### src/rtl/outsig_pkg.sv
// Shared types, MISR constants and the output-bus fold helper for out_sig_collector.
package outsig_pkg;

  typedef enum logic [1:0] {
    ST_IDLE  = 2'd0,
    ST_RUN   = 2'd1,
    ST_DRAIN = 2'd2
  } state_e;

  localparam logic [31:0] MISR_POLY = 32'h04C11DB7;
  localparam logic [31:0] MISR_SEED = 32'hFFFFFFFF;

  // Widest observed bus the fold helper accepts; narrower buses are zero-padded.
  localparam int FOLD_MAX_W = 1024;

  function automatic logic [31:0] fold_chunks(input logic [FOLD_MAX_W-1:0] data);
    logic [31:0] acc;
    acc = 32'h0;
    for (int i = 0; i < FOLD_MAX_W / 32; i++) begin
      acc = acc ^ data[i*32 +: 32];
    end
    return acc;
  endfunction

endpackage

### src/rtl/out_sig_collector_if.sv
// Result stream of out_sig_collector: valid/ready handshake carrying 32-bit words.
interface out_sig_collector_if;
  logic        sig_valid;
  logic        sig_ready;
  logic [31:0] sig_data;
  logic        sig_last;

  modport master (output sig_valid, output sig_data, output sig_last, input sig_ready);
  modport slave  (input sig_valid, input sig_data, input sig_last, output sig_ready);
endinterface

### src/rtl/outsig_misr.sv
// 32-bit CRC-style MISR: seeded on clear, folds din into the signature when en is high.
module outsig_misr
  import outsig_pkg::*;
(
  input  logic        clk,
  input  logic        rst_n,
  input  logic        clear,
  input  logic        en,
  input  logic [31:0] din,
  output logic [31:0] sig
);

  logic [31:0] sig_q;
  logic [31:0] sig_d;

  always_comb begin
    sig_d = sig_q;
    if (clear) begin
      sig_d = MISR_SEED;
    end else if (en) begin
      sig_d = {sig_q[30:0], 1'b0} ^ (sig_q[31] ? MISR_POLY : 32'h0) ^ din;
    end else begin
      sig_d = sig_q;
    end
  end

  always_ff @(posedge clk or negedge rst_n) begin
    if (!rst_n) begin
      sig_q <= MISR_SEED;
    end else begin
      sig_q <= sig_d;
    end
  end

  assign sig = sig_q;

endmodule

### src/rtl/out_sig_collector.sv
// Compresses a DUT output bus into a MISR signature over a run, then streams the result words.
// Optional OUTSIG_CHANGE_CNT_EN adds a change counter emitted as a third word.
module out_sig_collector
  import outsig_pkg::*;
#(
  parameter int OUT_W = 159,
  parameter int CNT_W = 16
) (
  input  logic                clk,
  input  logic                rst_n,
  input  logic                start,
  input  logic [CNT_W-1:0]    cycles,
  input  logic [OUT_W-1:0]    out_flat,
  out_sig_collector_if.master strm,
  output logic                busy,
  output logic                done
);

`ifdef OUTSIG_CHANGE_CNT_EN
  localparam logic [1:0] LAST_IDX = 2'd2;
`else
  localparam logic [1:0] LAST_IDX = 2'd1;
`endif
  localparam logic [CNT_W-1:0] CNT_ONE = {{(CNT_W-1){1'b0}}, 1'b1};

  state_e              state_q, state_d;
  logic [CNT_W-1:0]    cycles_q, cycles_d;
  logic [CNT_W-1:0]    sample_cnt_q, sample_cnt_d;
  logic [1:0]          word_idx_q, word_idx_d;
  logic                sig_valid_q, sig_valid_d;
  logic [31:0]         sig_data_q, sig_data_d;
  logic                sig_last_q, sig_last_d;
  logic                busy_q, busy_d;
  logic                done_q, done_d;
`ifdef OUTSIG_CHANGE_CNT_EN
  logic [OUT_W-1:0]    prev_q, prev_d;
  logic [CNT_W-1:0]    chg_cnt_q, chg_cnt_d;
`endif

  logic                   start_s, run_last_s, accept_s;
  logic                   misr_clear_s, misr_en_s;
  logic [FOLD_MAX_W-1:0]  flat_ext_s;
  logic [31:0]            fold_s, misr_sig_s, sel_word_s;
  logic [1:0]             sel_idx_s;

  assign start_s    = (state_q == ST_IDLE) && start;
  assign run_last_s = (state_q == ST_RUN) && (sample_cnt_q == (cycles_q - CNT_ONE));
  assign accept_s   = sig_valid_q && strm.sig_ready;

  always_comb begin
    flat_ext_s = '0;
    flat_ext_s[OUT_W-1:0] = out_flat;
    fold_s = fold_chunks(flat_ext_s);
  end

  outsig_misr u_misr (
    .clk   (clk),
    .rst_n (rst_n),
    .clear (misr_clear_s),
    .en    (misr_en_s),
    .din   (fold_s),
    .sig   (misr_sig_s)
  );

  always_ff @(posedge clk or negedge rst_n) begin
    if (!rst_n) begin
      state_q <= ST_IDLE;
    end else begin
      state_q <= state_d;
    end
  end

  always_comb begin
    state_d = state_q;
    case (state_q)
      ST_IDLE: begin
        if (start_s) begin
          state_d = (cycles == '0) ? ST_DRAIN : ST_RUN;
        end else begin
          state_d = ST_IDLE;
        end
      end
      ST_RUN:   state_d = run_last_s ? ST_DRAIN : ST_RUN;
      ST_DRAIN: state_d = (accept_s && sig_last_q) ? ST_IDLE : ST_DRAIN;
      default:  state_d = ST_IDLE;
    endcase
  end

  // First DRAIN cycle loads the current word; afterwards each accept advances to the next.
  always_comb begin
    sel_idx_s = sig_valid_q ? (word_idx_q + 2'd1) : word_idx_q;
    case (sel_idx_s)
      2'd0:    sel_word_s = misr_sig_s;
      2'd1:    sel_word_s = 32'(sample_cnt_q);
`ifdef OUTSIG_CHANGE_CNT_EN
      2'd2:    sel_word_s = 32'(chg_cnt_q);
`endif
      default: sel_word_s = 32'h0;
    endcase
  end

  always_comb begin
    cycles_d     = cycles_q;
    sample_cnt_d = sample_cnt_q;
    word_idx_d   = word_idx_q;
    sig_valid_d  = sig_valid_q;
    sig_data_d   = sig_data_q;
    sig_last_d   = sig_last_q;
    done_d       = 1'b0;
    busy_d       = (state_d != ST_IDLE);
    misr_clear_s = 1'b0;
    misr_en_s    = 1'b0;
`ifdef OUTSIG_CHANGE_CNT_EN
    prev_d       = prev_q;
    chg_cnt_d    = chg_cnt_q;
`endif
    if (start_s) begin
      cycles_d     = cycles;
      sample_cnt_d = '0;
      word_idx_d   = 2'd0;
      misr_clear_s = 1'b1;
`ifdef OUTSIG_CHANGE_CNT_EN
      prev_d       = '0;
      chg_cnt_d    = '0;
`endif
    end else if (state_q == ST_RUN) begin
      misr_en_s    = 1'b1;
      sample_cnt_d = sample_cnt_q + CNT_ONE;
`ifdef OUTSIG_CHANGE_CNT_EN
      prev_d       = out_flat;
      chg_cnt_d    = (out_flat != prev_q) ? (chg_cnt_q + CNT_ONE) : chg_cnt_q;
`endif
    end else if (state_q == ST_DRAIN) begin
      if (!sig_valid_q) begin
        sig_valid_d = 1'b1;
        sig_data_d  = sel_word_s;
        sig_last_d  = (sel_idx_s == LAST_IDX);
      end else if (accept_s && sig_last_q) begin
        sig_valid_d = 1'b0;
        sig_data_d  = 32'h0;
        sig_last_d  = 1'b0;
        done_d      = 1'b1;
      end else if (accept_s) begin
        word_idx_d  = sel_idx_s;
        sig_data_d  = sel_word_s;
        sig_last_d  = (sel_idx_s == LAST_IDX);
      end else begin
        sig_valid_d = sig_valid_q;
      end
    end else begin
      busy_d = (state_d != ST_IDLE);
    end
  end

  always_ff @(posedge clk or negedge rst_n) begin
    if (!rst_n) begin
      cycles_q     <= '0;
      sample_cnt_q <= '0;
      word_idx_q   <= 2'd0;
      sig_valid_q  <= 1'b0;
      sig_data_q   <= 32'h0;
      sig_last_q   <= 1'b0;
      busy_q       <= 1'b0;
      done_q       <= 1'b0;
`ifdef OUTSIG_CHANGE_CNT_EN
      prev_q       <= '0;
      chg_cnt_q    <= '0;
`endif
    end else begin
      cycles_q     <= cycles_d;
      sample_cnt_q <= sample_cnt_d;
      word_idx_q   <= word_idx_d;
      sig_valid_q  <= sig_valid_d;
      sig_data_q   <= sig_data_d;
      sig_last_q   <= sig_last_d;
      busy_q       <= busy_d;
      done_q       <= done_d;
`ifdef OUTSIG_CHANGE_CNT_EN
      prev_q       <= prev_d;
      chg_cnt_q    <= chg_cnt_d;
`endif
    end
  end

  assign strm.sig_valid = sig_valid_q;
  assign strm.sig_data  = sig_data_q;
  assign strm.sig_last  = sig_last_q;
  assign busy           = busy_q;
  assign done           = done_q;

endmodule
### src/flat_wrapper.sv
// flat-port wrapper written by rule: the top's interface ports become plain ports
module out_sig_collector_flat import outsig_pkg::*;
#(
  parameter int OUT_W = 159,
  parameter int CNT_W = 16
)
  (clk, rst_n, start, cycles, out_flat, busy, done, strm_sig_valid, strm_sig_data, strm_sig_last, strm_sig_ready);
  out_sig_collector_if strm_i ();
  input  logic clk;
  input  logic rst_n;
  input  logic start;
  input  logic [CNT_W-1:0] cycles;
  input  logic [OUT_W-1:0] out_flat;
  output logic busy;
  output logic done;
  output wire logic [$bits(strm_i.sig_valid)-1:0] strm_sig_valid;
  output wire logic [$bits(strm_i.sig_data)-1:0] strm_sig_data;
  output wire logic [$bits(strm_i.sig_last)-1:0] strm_sig_last;
  input wire logic [$bits(strm_i.sig_ready)-1:0] strm_sig_ready;
  assign strm_sig_valid = strm_i.sig_valid;
  assign strm_sig_data = strm_i.sig_data;
  assign strm_sig_last = strm_i.sig_last;
  assign strm_i.sig_ready = strm_sig_ready;
  out_sig_collector #(.OUT_W(OUT_W), .CNT_W(CNT_W)) u_core (.clk(clk), .rst_n(rst_n), .start(start), .cycles(cycles), .out_flat(out_flat), .strm(strm_i), .busy(busy), .done(done));
endmodule
### config.mk
export PLATFORM = sky130hd
export DESIGN_NAME = out_sig_collector_flat
export DESIGN_NICKNAME = d
export VERILOG_FILES = /design/src/rtl/outsig_pkg.sv /design/src/rtl/out_sig_collector_if.sv /design/src/rtl/outsig_misr.sv /design/src/rtl/out_sig_collector.sv /design/src/flat_wrapper.sv
export SDC_FILE = /design/constraint.sdc
export NUM_CORES = 1
export LEC_CHECK = 0
export BUFFER_PORTS_ARGS = -buffer_cell sky130_fd_sc_hd__buf_2
export CORE_MARGIN = 2
export CORE_UTILIZATION = 55
export DETAILED_ROUTE_END_ITERATION = 10
export PLACE_DENSITY_LB_ADDON = 0.08
export SLEW_MARGIN = 30
export SYNTH_ARGS = -nofsm -noshare
export SYNTH_HDL_FRONTEND = slang
export SYNTH_SLANG_ARGS = --single-unit
export TNS_END_PERCENT = 100
### constraint.sdc
create_clock -name clk -period 5.25 [get_ports clk]
set_input_delay 1.05 -clock clk [delete_from_list [all_inputs] [get_ports clk]]
set_output_delay 1.05 -clock clk [all_outputs]
set_load 0.02 [all_outputs]
### After elaboration in Yosys (flattened, before gate mapping)

Cells that the tools add are included.

* bits in registers: 104
* bits in latches: 0
* memory bits (writable): 0
* bits in read-only memories: 0
* input port bits: 179
* output and inout port bits: 36
* word-level logic and storage cells: 78
* memories: 0

* add/sub/neg operators: 3
* $mul: 0
* div/mod/pow operators: 0
* $lt $le $gt $ge: 0
* equality and inequality tests: 7
* shift-type cells: 0
* mux-type cells: 34
* bitwise operators: 8
* reductions and logical operators: 16

Operators with widths (count)
* 32-bit 2-to-1 mux: 5
* 32-bit bitwise XOR: 5
* 32-bit one-hot mux with 2 select lines: 1
* 16-bit 2-to-1 mux: 2
* 32-bit by 31-bit bitwise XOR with 32-bit output: 1
* 27-bit 2-to-1 mux: 1
* 2-bit 2-to-1 mux: 11
* 16-bit by 1-bit adder with 16-bit output, second input constant: 1
* 16-bit == test: 1
* 16-bit logical NOT: 1
* 16-bit by 1-bit subtractor with 16-bit output, second input constant: 1
* 1-bit 2-to-1 mux: 13
* 2-bit nonzero test: 6
* 2-bit one-hot mux with 3 select lines: 1
* 5-bit AND reduction: 1
* 2-bit by 1-bit == test with 1-bit output, second input constant: 2
* 1-bit logical AND: 4
* 2-bit logical NOT: 2
* 2-bit by 1-bit != test with 1-bit output, second input constant: 2
* 4-bit AND reduction: 1
* 3-bit != test, second input constant: 1
* 3-bit AND reduction: 1
* 2-bit by 1-bit adder with 2-bit output, second input constant: 1
* 2-bit == test, second input constant: 1
* 1-bit inverter: 2

### Logic depth before layout (Yosys ltp)

* word-level depth: 8
* mapped depth: 10
* depth with buffers taken out: 8

### Cells and area by module

Synthesis repeated with hierarchy kept, for this count alone.

* cells, all modules: 664
* area, all modules: 6741.5 µm²

Modules (own cells, without submodules)
* out_sig_collector: instances 1, cells each 525, area each 4863.4 µm², seq. area each 1801.7 µm²
* outsig_misr: instances 1, cells each 139, area each 1878.1 µm², seq. area each 840.8 µm²

### Worst setup path before layout

No wires, ideal clock.

* path type: register -> register
* start: register u_core.cycles_q[0]
* end: register u_core.state_q[0]
* data arrival time: 2.482 ns
* setup slack: 2.634 ns
* stages on the path, launching flop included: 11
* buffers on the path: 2
* path through: dfrtp_1 clkbuf_1 inv_1 ha_1 clkbuf_2 or4b_4 or3_4 nor4_2 a311oi_1 a2111oi_2 o21ai_0

* longest elaborated chain between the ends: 5

RTL lines
* from (decl): line out_sig_collector.sv:27 `logic [CNT_W-1:0] cycles_q, cycles_d;`
* from (signal assigned): line out_sig_collector.sv:170 `cycles_q <= cycles_d;`
* 16-bit by 1-bit subtractor with 16-bit output: line out_sig_collector.sv:47 `assign run_last_s = (state_q == ST_RUN) && (sample_cnt_q == (cycles_q - CNT_ONE));`
* 16-bit == test: line out_sig_collector.sv:47
* 1-bit logical AND: line out_sig_collector.sv:47
* 2-bit 2-to-1 mux: line out_sig_collector.sv:83 `ST_RUN: state_d = run_last_s ? ST_DRAIN : ST_RUN;`
* 2-bit one-hot mux with 3 select lines: line out_sig_collector.sv:75 `case (state_q)`
* via u_core.state_d[0]: line out_sig_collector.sv:26 `state_e state_q, state_d;`
* to (signal assigned): line out_sig_collector.sv:69 `state_q <= state_d;`
* to (decl): line out_sig_collector.sv:26

The timed path passes the listed nets, and every way through them passes these cells.
A chain may end at the register's enable or synchronous reset.

### Worst setup path in the final report

Same ends and word-level chain as after synthesis.

==> results.cfg <==
[run_status]
status = finished, final reports clean

[yosys]
synth_cell_types = 60
yosys_warnings = 0
syn-num-nets = 861
synth-seq-cells = 104
synth_cells = 680
dominantRegCellSynth = dfrtp_1
async_reset_ff_share_pct = 100
syn_area_um2 = 6430
synth_edf_count = 0
syn_area_per_cell_um2 = 9.46
ys_seq_area_share_pct = 41.1

[grt]
grt_pass1_wl_um = 25900
first_global_vias = 5448
grt_max_degree = 68
grt_usage_pct = 25.4
antenna_found_initial = 0
grt_overflow = 0

[critical_path]
worstPathArrival_ns = 3.16
critical_path_depth = 8
critPathKind = register to register
path_buf_inv = 1
slowest_stage = or4b_4
worst_r2r_path_depth = 8
critPathTopFamily = simple AND/OR/NAND/NOR gates
worstPathRequired_ns = 5.45
crit_chain = inv_1 > ha_1 > or4b_4 > or3_4 > nor4_2 > a311oi_1 > a2111oi_2 > o21ai_0
slowest_delay_ns = 0.53
cp-end-kind = register
crit_path_start_kind = register
crit_fanout = 9

[sta]
fin_crit_sh_pct = 56.4
drv_slew = 0
min_period_ns = 2.96
finalSetupViolCount = 0
tightest_slew_ns = 0.946
setup-tns-final_ns = 0
hold_viol = 0
rsz0062_at_grt = no
finClkSkew_ns = 0.0116
maxClockFrequency_mhz = 338
maxSlewHeadroom_pct = 37.0

[floorplan]
core_um2 = 11400
chipHeight_um = 112
initial_core_util_pct = 56.4
dieArea_um2 = 12600
io_pins = 215
rows = 39
die_w_um = 112

[power]
leakage_nw = 3.50
irDropWorstVdd_mv = 0.240
p_total_w = 0.00265
power_density_nw_per_um2 = 337

[clock_tree]
htreeDepth = 3
clkLatencyLatePin_ns = 0.34
ctsResizeCount = 0
cts_buffers = 9
clk_pin_slew_ns = 0.07
root_buffer = clkbuf_16
cts_setup_buffers = 0
hold_buffers = 0
clock_path_buffers = 2
tritoncts = done
cts.sinks = 104

[cells_and_area]
layout.nets = 1045
syn_to_final_growth_pct = 22.1
final_layout_size_suffix_gt1_share_pct = 32.1
stdcell_area_um2 = 7860
final_common_cell = buf_2
fillers = 925
final_cell_mix = buf_2, xnor2_1, o21ai_0
n_antenna_cell = 0

[detailed_routing]
ant_nets = 0
routed_via_density = 5.41
drc_errors = 0
totalWireLength_um = 15800
drt_first_pass_iters = 5
drt_iter0_markers = 282
vias = 5472
wl_per_cell_um = 15.6

[worst_hold_path]
hold_class = register to register
min_path_cells = 2

[placed_design]
portBuffers = 214
place_congestion = 0.843
post-dp-hpwl_um = 11900
placed_cell_area_um2 = 7540

[run]
drv_cap = 0
==> power by group <==
part / internal, W / total [W] / switching, W
registers: 0.00104 / 0.00121 / 0.000165
logic: 0.000440 / 0.000752 / 0.000312
clock network: 0.000397 / 0.000687 / 0.000290
==> tightest hold or removal path, stage by stage, from the launching register on <==
cell and delay [ns]:
dfrtp_1 0.34, nand2_1 0.05, o21ai_0 0.06
==> metal layers <==
metal | share of wire (%) | global-route usage [%] | up-vias
li1 | - | - | 2695
met1 | 41 | 31.6 | 2588
met2 | 52 | 44.5 | 165
met3 | 5.0 | 4.91 | 24
met4 | 2.2 | 8.70 | 0
met5 | 0 | 0 | -
==> registers in the layout, summed over array words and instances (netlist names) <==
register	flops
u_core.strm.sig_data	32
u_core.word_idx_q	2
u_core.strm.sig_last	1
u_core.strm.sig_valid	1
u_core.sample_cnt_q	16
u_core.state_q	2
u_core.done	1
u_core.u_misr.sig	32
u_core.cycles_q	16
u_core.busy	1
==> kinds of logic (layout without fill, tap and decap cells) <==
family / Yosys count / count (layout) / synth area share (%)
AO/OA/AOI/OAI: 162 / 162 / 15.8
XOR/XNOR: 190 / 190 / 26.3
adder cells (fa/ha/maj): 2 / 2 / 0.389
buffers and inverters: 50 / 239 / 3.07
flip-flops: 104 / 104 / 41.1
multiplexers: 7 / 7 / 1.11
AND/OR/NAND/NOR: 165 / 165 / 12.2
==> Yosys cell counts (2+ instances only) <==
cell type,instances,area (um2)
buf_1,2,7.51
inv_1,7,26.3
and3_1,3,18.8
dfstp_2,32,841
xor2_1,18,158
a22oi_1,16,120
xnor3_1,2,45.0
nand2b_1,4,25.0
nor3b_1,3,22.5
nor2_1,15,56.3
o31ai_1,5,37.5
nor2b_1,5,31.3
o211ai_1,6,45.0
a21oi_1,3,15.0
xnor2_1,170,1490
mux2i_1,6,60.1
nor4_1,5,31.3
nand2_1,88,330
nor3_1,7,35.0
a32o_1,2,20.0
or3_1,2,12.5
clkbuf_1,38,143
a22o_1,17,149
nand3_1,16,80.1
o21ai_0,96,480
ha_1,2,25.0
nand4_1,4,25.0
dfrtp_1,72,1800
nand4b_1,3,26.3
==> cell type report <==
| class | instances | area (um2) | area share, % |
|---|---|---|---|
| multi-input cells | 526 | 3610 | 46.0 |
| clock buffers | 12 | 256 | 3.26 |
| well taps | 143 | 179 | 2.28 |
| inverters | 7 | 26.3 | 0.334 |
| flip-flops and latches | 104 | 2640 | 33.6 |
| repair buffers | 216 | 1090 | 13.9 |
| clock inverters | 4 | 51.3 | 0.653 |
==> through the flow <==
| stage | utilization (%) | setup slack, ns | cells | hold slack [ns] |
|---|---|---|---|---|
| floorplan | - | 2.63 | 680 | 0.467 |
| global placement | 66.0 | 2.35 | 996 | 0.461 |
| detailed placement | 66.0 | 2.22 | 996 | 0.466 |
| CTS | 68.7 | 2.25 | 1012 | 0.481 |
| global route | 68.8 | 2.13 | 1012 | 0.500 |
| finish | 68.8 | 2.29 | 1012 | 0.475 |
==> worst paths after layout <==
check                                                    start                                  end  slack, ns
max                             u_core.cycles_q[0]$_DFFE_PN0P_          u_core.state_q[0]$_DFF_PN0_       2.29
min                        u_core.strm.sig_data[8]$_DFFE_PN0P_  u_core.strm.sig_data[8]$_DFFE_PN0P_       0.47
max reg2reg                     u_core.cycles_q[0]$_DFFE_PN0P_          u_core.state_q[0]$_DFF_PN0_       2.29
min reg2reg                u_core.strm.sig_data[8]$_DFFE_PN0P_  u_core.strm.sig_data[8]$_DFFE_PN0P_       0.47
max in group asynchronous                                rst_n    u_core.u_misr.sig[16]$_DFFE_PN1P_       3.42
min in group asynchronous                                rst_n   u_core.sample_cnt_q[2]$_DFFE_PN0N_       0.77
Power figures use the tool's default switching activity.
